--- src/rtl/uart_pkg.sv ---
// rtl/uart_pkg.sv - shared types and constants for the UART receive path
package uart_pkg;

  typedef enum logic [1:0] {
    IDLE  = 2'd0,
    START = 2'd1,
    DATA  = 2'd2,
    STOP  = 2'd3
  } rx_state_e;

  localparam int DATA_BITS    = 8;
  localparam int DEF_BAUD_DIV = 2604;

endpackage

--- src/rtl/uart_rx_ctrl_if.sv ---
// rtl/uart_rx_ctrl_if.sv - serial line, consumer ack and received-byte/flag bundle
interface uart_rx_ctrl_if;

  logic       RX;
  logic       clr_rdy;
  logic [7:0] rx_data;
  logic       rdy;
  logic       frm_err;
  logic       ovr_err;

  modport master (
    output RX,
    output clr_rdy,
    input  rx_data,
    input  rdy,
    input  frm_err,
    input  ovr_err
  );

  modport slave (
    input  RX,
    input  clr_rdy,
    output rx_data,
    output rdy,
    output frm_err,
    output ovr_err
  );

endinterface

--- src/rtl/rx_synch.sv ---
// rtl/rx_synch.sv - 2-FF synchronizer (resets to idle-high) with registered falling-edge pulse
module rx_synch (
  input  logic clk,
  input  logic rst,
  input  logic din_i,
  output logic sync_o,
  output logic fall_o
);

  logic s1_q;
  logic s2_q;
  logic fall_q;

  // fall_q is high in exactly the first cycle that sync_o reads low
  always_ff @(posedge clk) begin
    if (rst) begin
      s1_q   <= 1'b1;
      s2_q   <= 1'b1;
      fall_q <= 1'b0;
    end else begin
      s1_q   <= din_i;
      s2_q   <= s1_q;
      fall_q <= s2_q & ~s1_q;
    end
  end

  assign sync_o = s2_q;
  assign fall_o = fall_q;

endmodule

--- src/rtl/uart_rx_ctrl.sv ---
// rtl/uart_rx_ctrl.sv - 8N1 UART receiver: start validation, mid-bit sampling, framing/overrun flags
module uart_rx_ctrl
  import uart_pkg::*;
#(
  parameter int BAUD_DIV = DEF_BAUD_DIV
) (
  input logic           clk,
  input logic           rst,
  uart_rx_ctrl_if.slave bus
);

  localparam int CNT_W = $clog2(BAUD_DIV);
  localparam int BIT_W = $clog2(DATA_BITS);
  localparam logic [CNT_W-1:0] BAUD_LAST = CNT_W'(BAUD_DIV - 1);
  localparam logic [CNT_W-1:0] HALF_LAST = CNT_W'(BAUD_DIV / 2 - 1);
  localparam logic [BIT_W-1:0] BIT_LAST  = BIT_W'(DATA_BITS - 1);

  rx_state_e            state_q, state_d;
  logic [CNT_W-1:0]     baud_cnt_q, baud_cnt_d;
  logic [BIT_W-1:0]     bit_cnt_q, bit_cnt_d;
  logic [DATA_BITS-1:0] shreg_q, shreg_d;
  logic [DATA_BITS-1:0] rx_data_q, rx_data_d;
  logic                 rdy_q, rdy_d;
  logic                 frm_err_q, frm_err_d;
  logic                 ovr_err_q, ovr_err_d;
  logic                 unread_q, unread_d;

  logic rx_s;
  logic rx_fall;
  logic sample;
  logic start_ok;
  logic bit_take;
  logic stop_good;
  logic stop_bad;

  rx_synch u_synch (
    .clk    (clk),
    .rst    (rst),
    .din_i  (bus.RX),
    .sync_o (rx_s),
    .fall_o (rx_fall)
  );

  // Start bit is checked half a bit in; every later sample is a full bit apart
  assign sample = (state_q == START) ? (baud_cnt_q == HALF_LAST)
                : (state_q != IDLE) && (baud_cnt_q == BAUD_LAST);

  always_ff @(posedge clk) begin
    if (rst) begin
      state_q <= IDLE;
    end else begin
      state_q <= state_d;
    end
  end

  always_comb begin
    state_d = state_q;
    case (state_q)
      IDLE:    if (rx_fall) state_d = START;
      START:   if (sample) state_d = rx_s ? IDLE : DATA;
      DATA:    if (sample && (bit_cnt_q == BIT_LAST)) state_d = STOP;
      STOP:    if (sample) state_d = IDLE;
      default: state_d = IDLE;
    endcase
  end

  always_comb begin
    start_ok  = 1'b0;
    bit_take  = 1'b0;
    stop_good = 1'b0;
    stop_bad  = 1'b0;
    case (state_q)
      START:   start_ok = sample && !rx_s;
      DATA:    bit_take = sample;
      STOP: begin
        stop_good = sample && rx_s;
        stop_bad  = sample && !rx_s;
      end
      default: ;
    endcase
  end

  // unread_q remembers an unacknowledged byte even after rdy drops at the next start bit
  always_comb begin
    baud_cnt_d = (state_q == IDLE || sample) ? '0 : baud_cnt_q + CNT_W'(1);
    bit_cnt_d  = bit_cnt_q;
    shreg_d    = shreg_q;
    rx_data_d  = rx_data_q;
    rdy_d      = rdy_q;
    frm_err_d  = frm_err_q;
    ovr_err_d  = ovr_err_q;
    unread_d   = unread_q;

    if (start_ok) begin
      bit_cnt_d = '0;
      rdy_d     = 1'b0;
    end
    if (bit_take) begin
      bit_cnt_d = bit_cnt_q + BIT_W'(1);
      shreg_d   = {rx_s, shreg_q[DATA_BITS-1:1]};
    end
    if (bus.clr_rdy) begin
      rdy_d     = 1'b0;
      frm_err_d = 1'b0;
      ovr_err_d = 1'b0;
      unread_d  = 1'b0;
    end
    if (stop_good) begin
      rx_data_d = shreg_q;
      rdy_d     = 1'b1;
      unread_d  = 1'b1;
      if (unread_q) ovr_err_d = 1'b1;
    end
    if (stop_bad) frm_err_d = 1'b1;
  end

  always_ff @(posedge clk) begin
    if (rst) begin
      baud_cnt_q <= '0;
      bit_cnt_q  <= '0;
      shreg_q    <= '0;
      rx_data_q  <= '0;
      rdy_q      <= 1'b0;
      frm_err_q  <= 1'b0;
      ovr_err_q  <= 1'b0;
      unread_q   <= 1'b0;
    end else begin
      baud_cnt_q <= baud_cnt_d;
      bit_cnt_q  <= bit_cnt_d;
      shreg_q    <= shreg_d;
      rx_data_q  <= rx_data_d;
      rdy_q      <= rdy_d;
      frm_err_q  <= frm_err_d;
      ovr_err_q  <= ovr_err_d;
      unread_q   <= unread_d;
    end
  end

  assign bus.rx_data = rx_data_q;
  assign bus.rdy     = rdy_q;
  assign bus.frm_err = frm_err_q;
  assign bus.ovr_err = ovr_err_q;

endmodule

--- src/flat_wrapper.sv ---
// flat-port wrapper written by rule: the top's interface ports become plain ports
module uart_rx_ctrl_flat import uart_pkg::*;
#(
  parameter int BAUD_DIV = DEF_BAUD_DIV
)
  (clk, rst, bus_RX, bus_clr_rdy, bus_rx_data, bus_rdy, bus_frm_err, bus_ovr_err);
  uart_rx_ctrl_if bus_i ();
  input logic clk;
  input logic rst;
  input wire logic [$bits(bus_i.RX)-1:0] bus_RX;
  input wire logic [$bits(bus_i.clr_rdy)-1:0] bus_clr_rdy;
  output wire logic [$bits(bus_i.rx_data)-1:0] bus_rx_data;
  output wire logic [$bits(bus_i.rdy)-1:0] bus_rdy;
  output wire logic [$bits(bus_i.frm_err)-1:0] bus_frm_err;
  output wire logic [$bits(bus_i.ovr_err)-1:0] bus_ovr_err;
  assign bus_i.RX = bus_RX;
  assign bus_i.clr_rdy = bus_clr_rdy;
  assign bus_rx_data = bus_i.rx_data;
  assign bus_rdy = bus_i.rdy;
  assign bus_frm_err = bus_i.frm_err;
  assign bus_ovr_err = bus_i.ovr_err;
  uart_rx_ctrl #(.BAUD_DIV(BAUD_DIV)) u_core (.clk(clk), .rst(rst), .bus(bus_i));
endmodule
--- config.mk ---
export PLATFORM = sky130hd
export DESIGN_NAME = uart_rx_ctrl_flat
export DESIGN_NICKNAME = d
export VERILOG_FILES = /design/src/rtl/uart_pkg.sv /design/src/rtl/uart_rx_ctrl_if.sv /design/src/rtl/rx_synch.sv /design/src/rtl/uart_rx_ctrl.sv /design/src/flat_wrapper.sv
export SDC_FILE = /design/constraint.sdc
export NUM_CORES = 1
export LEC_CHECK = 0
export CORE_AREA = 2 2 45 78
export DETAILED_ROUTE_END_ITERATION = 8
export DIE_AREA = 0 0 47 80
export PLACE_DENSITY = 0.83
export SETUP_SLACK_MARGIN = 0.1
export SYNTH_ARGS = -nofsm -noshare
export SYNTH_HDL_FRONTEND = slang
export SYNTH_SLANG_ARGS = --single-unit
export TNS_END_PERCENT = 20
--- constraint.sdc ---
create_clock -name clk -period 1.8 [get_ports clk]
set_input_delay 0.36 -clock clk [delete_from_list [all_inputs] [get_ports clk]]
set_output_delay 0.36 -clock clk [all_outputs]
set_load 0.1 [all_outputs]
* Word level (Yosys, flattened, before mapping)
Index checks and enable logic that the tools add are counted.
W data, S select, Z words.
** Storage, ports and cells
- Bits in registers :: 40
- Logic and storage cells :: 62
- Bits of input ports :: 4
** Operators by class
- Eq/ne operators :: 10
- Reduce and logical (&&, ||, !) cells :: 14
- Bitwise operators :: 2
- Muxes and demuxes :: 22
- Add/subtract/negate cells :: 2
** Operators by type and width (number)
- $mux W1 :: 14
- $add A12 B1 Y12 const B :: 1
- $eq A12 B11 Y1 const B :: 1
- $eq A12 B12 Y1 const B :: 1
- $mux W2 :: 5
- $pmux W2 S4 :: 1
- $reduce_bool A2 Y1 :: 4
- $mux W3 :: 2
- $ne A2 B1 Y1 const B :: 3
- $eq A2 B2 Y1 const B :: 2
- $logic_and A1 B1 Y1 :: 4
- $reduce_and A4 Y1 :: 1
- $add A3 B1 Y3 const B :: 1
- $eq A3 B3 Y1 const B :: 1
- $reduce_bool A3 Y1 :: 1
- $eq A2 B1 Y1 const B :: 1
- $logic_not A2 Y1 :: 1
- $ne A2 B2 Y1 const B :: 1
- $reduce_or A2 Y1 :: 1
- $and A1 B1 Y1 :: 1
- $logic_not A1 Y1 :: 1
- $logic_or A1 B1 Y1 :: 1
- $not A1 Y1 :: 1

* Depth between registers and ports, before layout
- Word-level depth :: 8
- Mapped depth :: 7
- Depth with buffers taken out :: 6

* Cells and area by module
Synthesis repeated with hierarchy kept, for this count alone.
** Unflattened totals
- Cell total of the unflattened synthesis :: 184
- Area total of the unflattened synthesis :: 1717.9 um^2
** By module, submodules not included
- uart_rx_ctrl :: cells each 178, times used 1, area an instance 1637.8 um^2
- rx_synch :: cells each 6, times used 1, area an instance 80.1 um^2

* Worst setup path after synthesis
No wires, ideal clock.
- Path kind :: reg-to-reg
- From :: reg u_core.baud_cnt_q[0]
- To :: reg u_core.baud_cnt_q[11]
- Path buffers :: 1
- Setup time :: 0.115 ns
- Arrival time :: 1.376 ns
- Stages on the path, launching flop included :: 7
- Data required time :: 1.685 ns
- Setup slack :: 0.309 ns
- Cells stage by stage :: dfxtp_1 ha_1 and2_1 nand4_2 o211ai_2 buf_4 nor2_1
** Between the ends
- Longest elaborated chain between the ends :: 5
** Ends and longest elaborated chain
- from (decl) :: line uart_rx_ctrl.sv:19 : logic [CNT_W-1:0] baud_cnt_q, baud_cnt_d;
- from (signal assigned) :: line uart_rx_ctrl.sv:128 : baud_cnt_q <= baud_cnt_d;
- parallel branches: the longest is 5 deep, another holds $add A12 B1 Y12
Parallel ways; which one is timed is not known.
A chain may end at the register's enable or synchronous reset.

* Worst setup path after layout
- From :: reg u_core.baud_cnt_q[2]
- To :: reg u_core.baud_cnt_q[3]
Same word-level chain as after synthesis.

==> results.txt <==
outcome: finished clean
Area Growth Syn to Fin: 25.2%
I/O pins: 15
final setup fails: 0
ANT cells: 0
RSZ-0062 raised after global routing: false
worst path required time: 1990 ps
Slew Limit Headroom: 77.5%
CTS tree: yes
FF+latch count, synth: 40
Pwr per Cell Area: 792 mW/mm2
achievable frequency: 0.611 GHz
crit path DAT: 1830 ps
Via density: 5.47
Cell Area, Synth: 0.00169 mm2
DR WL/cell: 13.8 um
average cell area after synthesis: 9.03 um2
Setup CP Type: flip-flop to flip-flop
clock tree sinks: 40
clk slew on worst S/H paths: 70 ps
GPL Wtd Cong: 0.831
crit-path max FO: 12
largest net degree at the start of global routing: 26
fin crit period: 1640 ps
post-synthesis simple-gate area fraction: 24.8%
WL final: 3.45 mm
final critical-path share of the clock period: 90.9%
Post-Synth Adder-Cell Area: 2.96%
post-synthesis xor/xnor area fraction: 5.19%
DR pass1 iterations: 4
fraction of synthesized area in multiplexers: 4.74%
max-slew violation count: 0
delay of the slowest critical-path stage: 480 ps
Gate Count Post-Synth: 187
DRT iter0 DRCs: 38
Lkg Pwr: 0.000811 uW
share of the synthesized area in the top cell type: 47.4%
global-route wire length before repair: 5.63 mm
CP Launch Type: flip-flop
warnings from Yosys: 0
num rows: 27
Detail Route Antenna Nets: 0
max-cap violations: 0
Initial Utilization: 54.3%
# port buffers: 14
core outline area: 0.00311 mm2
peak supply drop: 0.684 mV
clock tree buffer depth: 2
Worst Hold Class: flip-flop to flip-flop
Nets: 214
Placed Area: 0.00198 mm2
register area share after synthesis: 47.4%
clock latency on the worst-skew pair: 300 ps
initial antenna violation count: 0
Yosys top cell by area: dfxtp_1
Distinct cells, synth: 39
CTS buffer count: 5
Residual DRC: 0
setup TNS: 0 ps
fraction of layout instances using a drive strength above 1: 16.9%
Die ar.: 0.00376 mm2
GRT Util Overall: 21.3%
vias in the first global route: 1315
post-DP HPWL: 2.40 mm
grt ovf: 0
main combinational cell family by area after synthesis: simple AND/OR/NAND/NOR gates
Compound-Gate Fraction of Synth Area: 10.0%
Vias: 1368
Finished Cell Area: 0.00211 mm2
commonest cells after routing, fill and taps aside: 39 x dfxtp_1, 27 x nor2_1, 19 x nand3_1
crit end category: flip-flop
chip width: 47 um
Synth area leaders: dfxtp_1 47%, nor2_1 6.0%, nand3_1 5.6%
Worst-Margin Slew: 336 ps
slowest cell on the critical path: dfxtp_1
Syn Nets: 195
root buffer selected by CTS: clkbuf_8
die height: 80 um
most common cell after layout, fill and taps aside: dfxtp_1
htree depth: 2
Cell Chain, Critical Path: nor3b_1, nand4_1, o211ai_2, buf_4, nor2_1
Hold Fails Final Rpt: 0
clock skew: 6.08 ps
layout make-up:
cell class	instances	area, um2
Clock buffer	6	72.6
Clock inverter	2	35.0
Fill cell	263	993
Inverter	8	30.0
Multi-Input combinational cell	130	806
Sequential cell	40	802
Tap cell	43	53.8
Timing Repair Buffer	21	315
routing by layer:
layer	global-route usage, %	share of wire (%)	vias to the layer above
li1	-	-	680
met1	21.8	40	637
met2	34.1	53	39
met3	6.56	3.4	12
met4	15.8	4.0	0
met5	0	0	-
through the flow:
step / total power (uW) / util, % / setup WS, ps / std cells / hold WS [ps]
3_5_place_dp: 971 / 63.6 / 174 / 240 / 413
2_1_floorplan: 953 / - / 309 / 187 / 403
4_1_cts: 1680 / 67.1 / 122 / 248 / 430
5_1_grt: 1720 / 68.0 / 98.8 / 250 / 444
6_report: 1670 / 68.0 / 163 / 250 / 429
3_3_place_gp: 969 / 63.6 / 223 / 240 / 409
worst max-delay path, delay by kind of cell, from the launching register on:
| kind | cells | cell delay (ps) |
|---|---|---|
| AOI/OAI and AO/OA | 1 | 230 |
| buffers and inverters | 1 | 210 |
| and+or+nand+nor | 3 | 600 |
| DFF | 1 | 480 |
cell families after synthesis:
| logic type | Yosys count |
|---|---|
| adder cells (fa/ha/maj) | 4 |
| buffers and inverters | 17 |
| multiplexers | 8 |
| AO/OA/AOI/OAI | 26 |
| flip-flops | 40 |
| XOR/XNOR | 10 |
| AND/OR/NAND/NOR | 82 |
final timing paths:
path	start	to	slack (ps)	cells past startpoint
setup / recovery	u_core.baud_cnt_q[2]	u_core.baud_cnt_q[3]	160	5
hold / removal	u_core.u_synch.s1_q	u_core.u_synch.sync_o	430	1
setup reg to reg	u_core.baud_cnt_q[2]	u_core.baud_cnt_q[3]	160	5
hold reg to reg	u_core.u_synch.s1_q	u_core.u_synch.sync_o	430	1
Yosys cell counts:
master,number
dfxtp_1,40
nor2_1,27
nand3_1,19
nand2_1,15
a21oi_1,13
inv_1,8
mux2i_1,8
xnor2_1,8
ha_1,4
nand4_1,4
clkbuf_1,3
nor3_1,3
o21ai_0,3
a31oi_1,2
buf_2,2
buf_4,2
o211ai_1,2
or2_2,2
xor2_1,2
a211oi_1,1
a221oi_1,1
a221oi_2,1
a2bb2oi_1,1
a311oi_1,1
and2_1,1
and4_4,1
and4b_1,1
and4bb_2,1
and4bb_4,1
buf_6,1
clkbuf_2,1
nand2b_1,1
nand4_2,1
nor2b_1,1
nor3b_1,1
nor4_1,1
nor4bb_1,1
o211ai_2,1
or3b_2,1
power by group:
part           switching, uW  leakage [uW]  internal (uW)
registers               9.64      0.000324            894
clock network            312     0.0000552            411
logic                   26.9      0.000433           21.0
total                    349      0.000811           1330
sequential cells by signal, indices dropped and copies added, names as in the netlist, named ones only:
signal	cells
u_core.baud_cnt_q	12
u_core.bit_cnt_q	3
u_core.bus.frm_err	1
u_core.bus.ovr_err	1
u_core.bus.rdy	1
u_core.bus.rx_data	8
u_core.shreg_q	8
u_core.state_q	1
u_core.u_synch.fall_o	1
u_core.u_synch.s1_q	1
u_core.u_synch.sync_o	1
u_core.unread_q	1
timing repair:
action / CTS / global route
setup endpoints to repair: 0 / 14
resized for setup: 0 / 1
setup buffers: 0 / 2
hold buffers: 0 / 0
Note: power is estimated with default switching activity, not from simulation.
